### src/rtl/fetch_queue.sv
// fetch_queue: circular instruction queue between the fetch and decode stages.
//
// Parameters
//   DEPTH      number of {pc, inst} entries (2, 4, 8 or 16)
//
// Ports
//   clk        sole clock, all state updates on the rising edge
//   resetn     asynchronous active-low reset (clears pointers and count)
//   flush      branch redirect; drops queued and same-cycle instructions
//   in_valid   fetched instruction present on in_pc / in_inst
//   in_pc      PC of the fetched instruction
//   in_inst    fetched instruction word
//   in_ready   queue accepts a push this cycle
//   out_valid  head entry available to the decoder
//   out_pc     PC of the head entry
//   out_inst   instruction of the head entry
//   out_ready  decoder consumes the head this cycle
//   count      number of occupied entries
//
// Build option
//   FQ_BYPASS_EN  when defined, an empty queue forwards in_* straight to out_*;
//                 if the decoder takes it that cycle the entry is never written.
module fetch_queue #(
  parameter int unsigned DEPTH = 4
) (
  input  logic                       clk,
  input  logic                       resetn,
  input  logic                       flush,
  input  logic                       in_valid,
  input  logic [31:0]                in_pc,
  input  logic [31:0]                in_inst,
  output logic                       in_ready,
  output logic                       out_valid,
  output logic [31:0]                out_pc,
  output logic [31:0]                out_inst,
  input  logic                       out_ready,
  output logic [$clog2(DEPTH):0]     count
);

  localparam int unsigned PtrW = $clog2(DEPTH);
  localparam int unsigned CntW = PtrW + 1;
  localparam logic [CntW-1:0] CntFull = CntW'(DEPTH);
  localparam logic [PtrW-1:0] PtrLast = PtrW'(DEPTH - 1);

  // Storage is intentionally not reset; only pointers and count are.
  logic [63:0]     mem_q [DEPTH];
  logic [PtrW-1:0] rd_ptr_q, rd_ptr_d;
  logic [PtrW-1:0] wr_ptr_q, wr_ptr_d;
  logic [CntW-1:0] count_q, count_d;

  logic empty;
  logic full;
  logic bypass_take;
  logic push;
  logic pop;

  assign empty = (count_q == '0);
  assign full  = (count_q == CntFull);

  assign in_ready = ~full & ~flush;
  assign count    = count_q;

`ifdef FQ_BYPASS_EN
  // Empty queue: present the incoming instruction directly to the decoder.
  always_comb begin
    if (empty) begin
      out_valid = in_valid & ~flush;
      out_pc    = in_pc;
      out_inst  = in_inst;
    end else begin
      out_valid = ~flush;
      out_pc    = mem_q[rd_ptr_q][63:32];
      out_inst  = mem_q[rd_ptr_q][31:0];
    end
  end
  assign bypass_take = empty & in_valid & out_ready & ~flush;
`else
  always_comb begin
    out_valid = ~empty & ~flush;
    out_pc    = mem_q[rd_ptr_q][63:32];
    out_inst  = mem_q[rd_ptr_q][31:0];
  end
  assign bypass_take = 1'b0;
`endif

  // A bypassed instruction is consumed without touching storage.
  assign push = in_valid & in_ready & ~bypass_take;
  assign pop  = out_valid & out_ready & ~empty;

  always_comb begin
    rd_ptr_d = rd_ptr_q;
    wr_ptr_d = wr_ptr_q;
    count_d  = count_q;
    if (flush) begin
      rd_ptr_d = '0;
      wr_ptr_d = '0;
      count_d  = '0;
    end else begin
      if (push) begin
        wr_ptr_d = (wr_ptr_q == PtrLast) ? '0 : wr_ptr_q + 1'b1;
      end
      if (pop) begin
        rd_ptr_d = (rd_ptr_q == PtrLast) ? '0 : rd_ptr_q + 1'b1;
      end
      unique case ({push, pop})
        2'b10:   count_d = count_q + 1'b1;
        2'b01:   count_d = count_q - 1'b1;
        default: count_d = count_q;
      endcase
    end
  end

  always_ff @(posedge clk or negedge resetn) begin
    if (!resetn) begin
      rd_ptr_q <= '0;
      wr_ptr_q <= '0;
      count_q  <= '0;
    end else begin
      rd_ptr_q <= rd_ptr_d;
      wr_ptr_q <= wr_ptr_d;
      count_q  <= count_d;
    end
  end

  always_ff @(posedge clk) begin
    if (push && !flush) begin
      mem_q[wr_ptr_q] <= {in_pc, in_inst};
    end
  end

endmodule

### config.mk
export PLATFORM = sky130hd
export DESIGN_NAME = fetch_queue
export DESIGN_NICKNAME = d
export VERILOG_FILES = /design/src/rtl/fetch_queue.sv
export SDC_FILE = /design/constraint.sdc
export NUM_CORES = 1
export LEC_CHECK = 0
export ABC_AREA = 1
export BUFFER_PORTS_ARGS = -buffer_cell sky130_fd_sc_hd__buf_2
export CELL_PAD_IN_SITES_DETAIL_PLACEMENT = 0
export CELL_PAD_IN_SITES_GLOBAL_PLACEMENT = 2
export CORE_UTILIZATION = 40
export DETAILED_ROUTE_END_ITERATION = 16
export PLACE_DENSITY = 0.76
export SLEW_MARGIN = 25
export SYNTH_ARGS = -nofsm -noshare
export SYNTH_HDL_FRONTEND = slang
export SYNTH_SLANG_ARGS = --single-unit
### constraint.sdc
create_clock -name clk -period 5.3 [get_ports clk]
set_clock_uncertainty 0.15 [all_clocks]
set_input_delay 0.265 -clock clk [delete_from_list [all_inputs] [get_ports clk]]
set_output_delay 0.265 -clock clk [all_outputs]
set_load 0.05 [all_outputs]
==> summary.txt <==
Floorplanning
  • Die area: 25500 sq um
  • Top Ports: 138
  • Die width: 160 microns
  • Die extent in y: ~160 microns
  • FP Rows: 57
  • Placeable Area: around 24000 sq um
  • Starting Density: just over 40%

Drt
  • DRC Markers: 0
  • Antenna-violating nets left: 0
  • First-pass iteration count of the detailed router: 4
  • Vias: 6243
  • DR iter-0 viols: 409
  • Drt total wl: between 20000 and 25000 microns
  • Drt wl/cell: about 18 microns
  • Drt via density: about 5.1

Worst setup path
  • Crit. End Element: primary output
  • FF-to-FF setup slack: around 2.4 ns
  • CP arrival: around 2.9 ns
  • Crit Path Class: reg2out
  • Critical path fanouts, max: 76
  • Critical Path RT: between 4 and 5 ns
  • Startpoint types: flip-flop

Layout
  • P&R area growth vs syn: 26.0%
  • Design Area, Final: about 13000 sq um
  • Share of layout cells above drive strength 1: between 20% and 30%
  • Fin nets: around 960
  • Final Instance Count excl. Fillers: roughly 1200
  • Utilization after layout: around half

Synth
  • Cell area after synthesis: about 9900 sq um
  • EDFF count, synth: ~260
  • Cells after Synth: ~680
  • FFs w/ async S/R, synth: under 10%
  • Prevailing post-synth register cell: edfxtp_1
  • Synthesis warning total: 0
  • Post-synthesis cell type count: 25
  • Sequential area share after synthesis: roughly 79%
  • Mapped Nets: about 760
  • Synth Register Bits: about 260
  • Syn_area_per_cell: around 15 sq um

GRT
  • Number of global-route vias before repair: 6193
  • First-pass GRT wire length: approximately 34000 microns
  • Pin count of the biggest net entering global routing: 132
  • Initial antenna violation count: 1
  • Grt ovf: 0
  • Total GRT Usage: 17.3%

Placement
  • Worst slack, placed: 2.29 ns
  • Routability congestion estimate: 0.724
  • Placed insts: between 1000 and 1500
  • Post-DP HPWL: approximately 12000 microns
  • Post-DP Area: ~11000 sq um
  • Port bufs: around 140

Clocking
  • Total clock sinks: roughly 260
  • Clock tree buffer depth: 3
  • Root Driver: clkbuf_16
  • Worst-path clk slew: 0.06 ns
  • Worst-Skew Late Latency: a little over 0.5 ns
  • CTS Buf Count: 27
  • CTS tree: built
  • Post-CTS sizing: 0
  • CTS H-Tree Depth: 1

Power and ir drop
  • Seq pwr share: between 30% and 40%
  • Cell Pwr Density: between 500 and 600 nW/um^2
  • Switching Share: around 39%
  • Pwr Total: roughly 6.6 mW
  • LEAKAGE: 4.43 nW
  • P_int: roughly 4 mW
  • Clock Power Share: 27.1%
  • Logic gate share of total power: 34.4%
  • Maximum resistive drop on vdd: a little under 300 uV
  • P_sw: about 2.6 mW

STA
  • Worst Tran Pin Value: between 1 and 1.5 ns
  • RSZ-0062 raised after global routing: false
  • # setup viols final: 0
  • WHS: ~0.34 ns
  • Tcrit/Tclk final: between 60 and 70%
  • Fmax: roughly 300 MHz
  • Final hold violations: 0
  • Setup slack after layout: 1.95 ns
  • Pins Over Slew Limit: 0
  • Setup_tns: 0 ns
  • Slew headroom: 32.2%
  • Post-route minimum period: roughly 3.3 ns

Run
  • MaxCap Viol Count: 0

Min path
  • Worst hold path type: in2reg

Run status
  • Status: complete, no violations
==> layer usage <==
metal / routed length [microns] / GRT usage, %
met1: 9680 / 22.1
met2: 10900 / 30.6
met3: 979 / 2.53
met4: 388 / 4.46
met5: 0 / 0
==> synthesized netlist by cell type (5+ instances only) <==
cell type / number / area share (%)
edfxtp_1: 256 / 77
nor2_1: 133 / 5.0
o21ai_0: 125 / 6.3
o22ai_1: 64 / 4.0
clkbuf_1: 24 / 0.91
nand2_1: 14 / 0.53
inv_1: 9 / 0.34
buf_4: 8 / 0.60
nand3_1: 8 / 0.40
dfrtp_1: 7 / 1.8
o21ai_1: 6 / 0.30
buf_6: 5 / 0.57
==> power by group through the flow <==
stage	logic, mW	clock network [mW]	registers [mW]
after global routing	2.41	1.89	2.54
after CTS	2.27	1.82	2.53
after detailed placement	2.22	0	2.57
final	2.25	1.78	2.53
after global placement	2.20	0	2.56
after floorplan	1.71	0	2.55
==> cells in the final DEF, fill, tap and decap left out, types with 4 or more instances in the layout <==
cell type        n
buf_2          137
buf_4            7
clkbuf_1         9
clkbuf_16       27
clkinv_2         4
dfrtp_1          5
dlygate4sd3_1   71
edfxtp_1       256
ha_1             4
inv_1            9
nand2_1         14
nand2_2          4
nand3_1          8
nor2_1         129
nor2_4           4
o21ai_0        125
o21ai_1          6
o22ai_1         64
==> critical path: stages (launching register included) <==
cell and delay, ns:
dfrtp_4 0.79, buf_4 0.72, o21ai_0 0.20, o22ai_1 0.32
buf_2 0.33
==> state kept, by name (all words and copies together), names as in the netlist <==
signal,count
wr_ptr_q,2
rd_ptr_q,2
mem_q,256
count,3
==> kinds of logic after synthesis <==
logic type / share of synthesized area (%)
AO/OA/AOI/OAI: 10.8
buffers and inverters: 2.83
AND/OR/NAND/NOR: 6.43
XOR/XNOR: 0.0882
flip-flops: 79.1
adder cells (fa/ha/maj): 0.705
==> final cells by class <==
| type | instances | area, sq um |
|---|---|---|
| multi-input cells | 365 | 1820 |
| well taps | 324 | 405 |
| repair buffers | 218 | 1530 |
| clock inverters | 9 | 91.3 |
| inverters | 14 | 60.1 |
| diodes | 1 | 2.50 |
| flip-flops and latches | 263 | 7870 |
| fillers | 2061 | 11800 |
| clock buffers | 38 | 737 |
==> path summary, 6_finish.rpt <==
check	from	endpoint	cells after the start
hold reg to reg	wr_ptr_q[0]	wr_ptr_q[0]	1
setup / recovery	rd_ptr_q[0]	out_pc[5]	4
max in group asynchronous	resetn	rd_ptr_q[0]	3
min in group asynchronous	resetn	count[2]	3
setup reg to reg	count[0]	mem_q[3][7]	5
hold / removal	in_inst[19]	mem_q[2][19]	2
==> timing repair <==
item / in CTS / in global routing
hold buffers: 71 / 0
buffers inserted: 0 / 0
hold endpoints to repair: 270 / 0
Power figures use the tool's default switching activity.
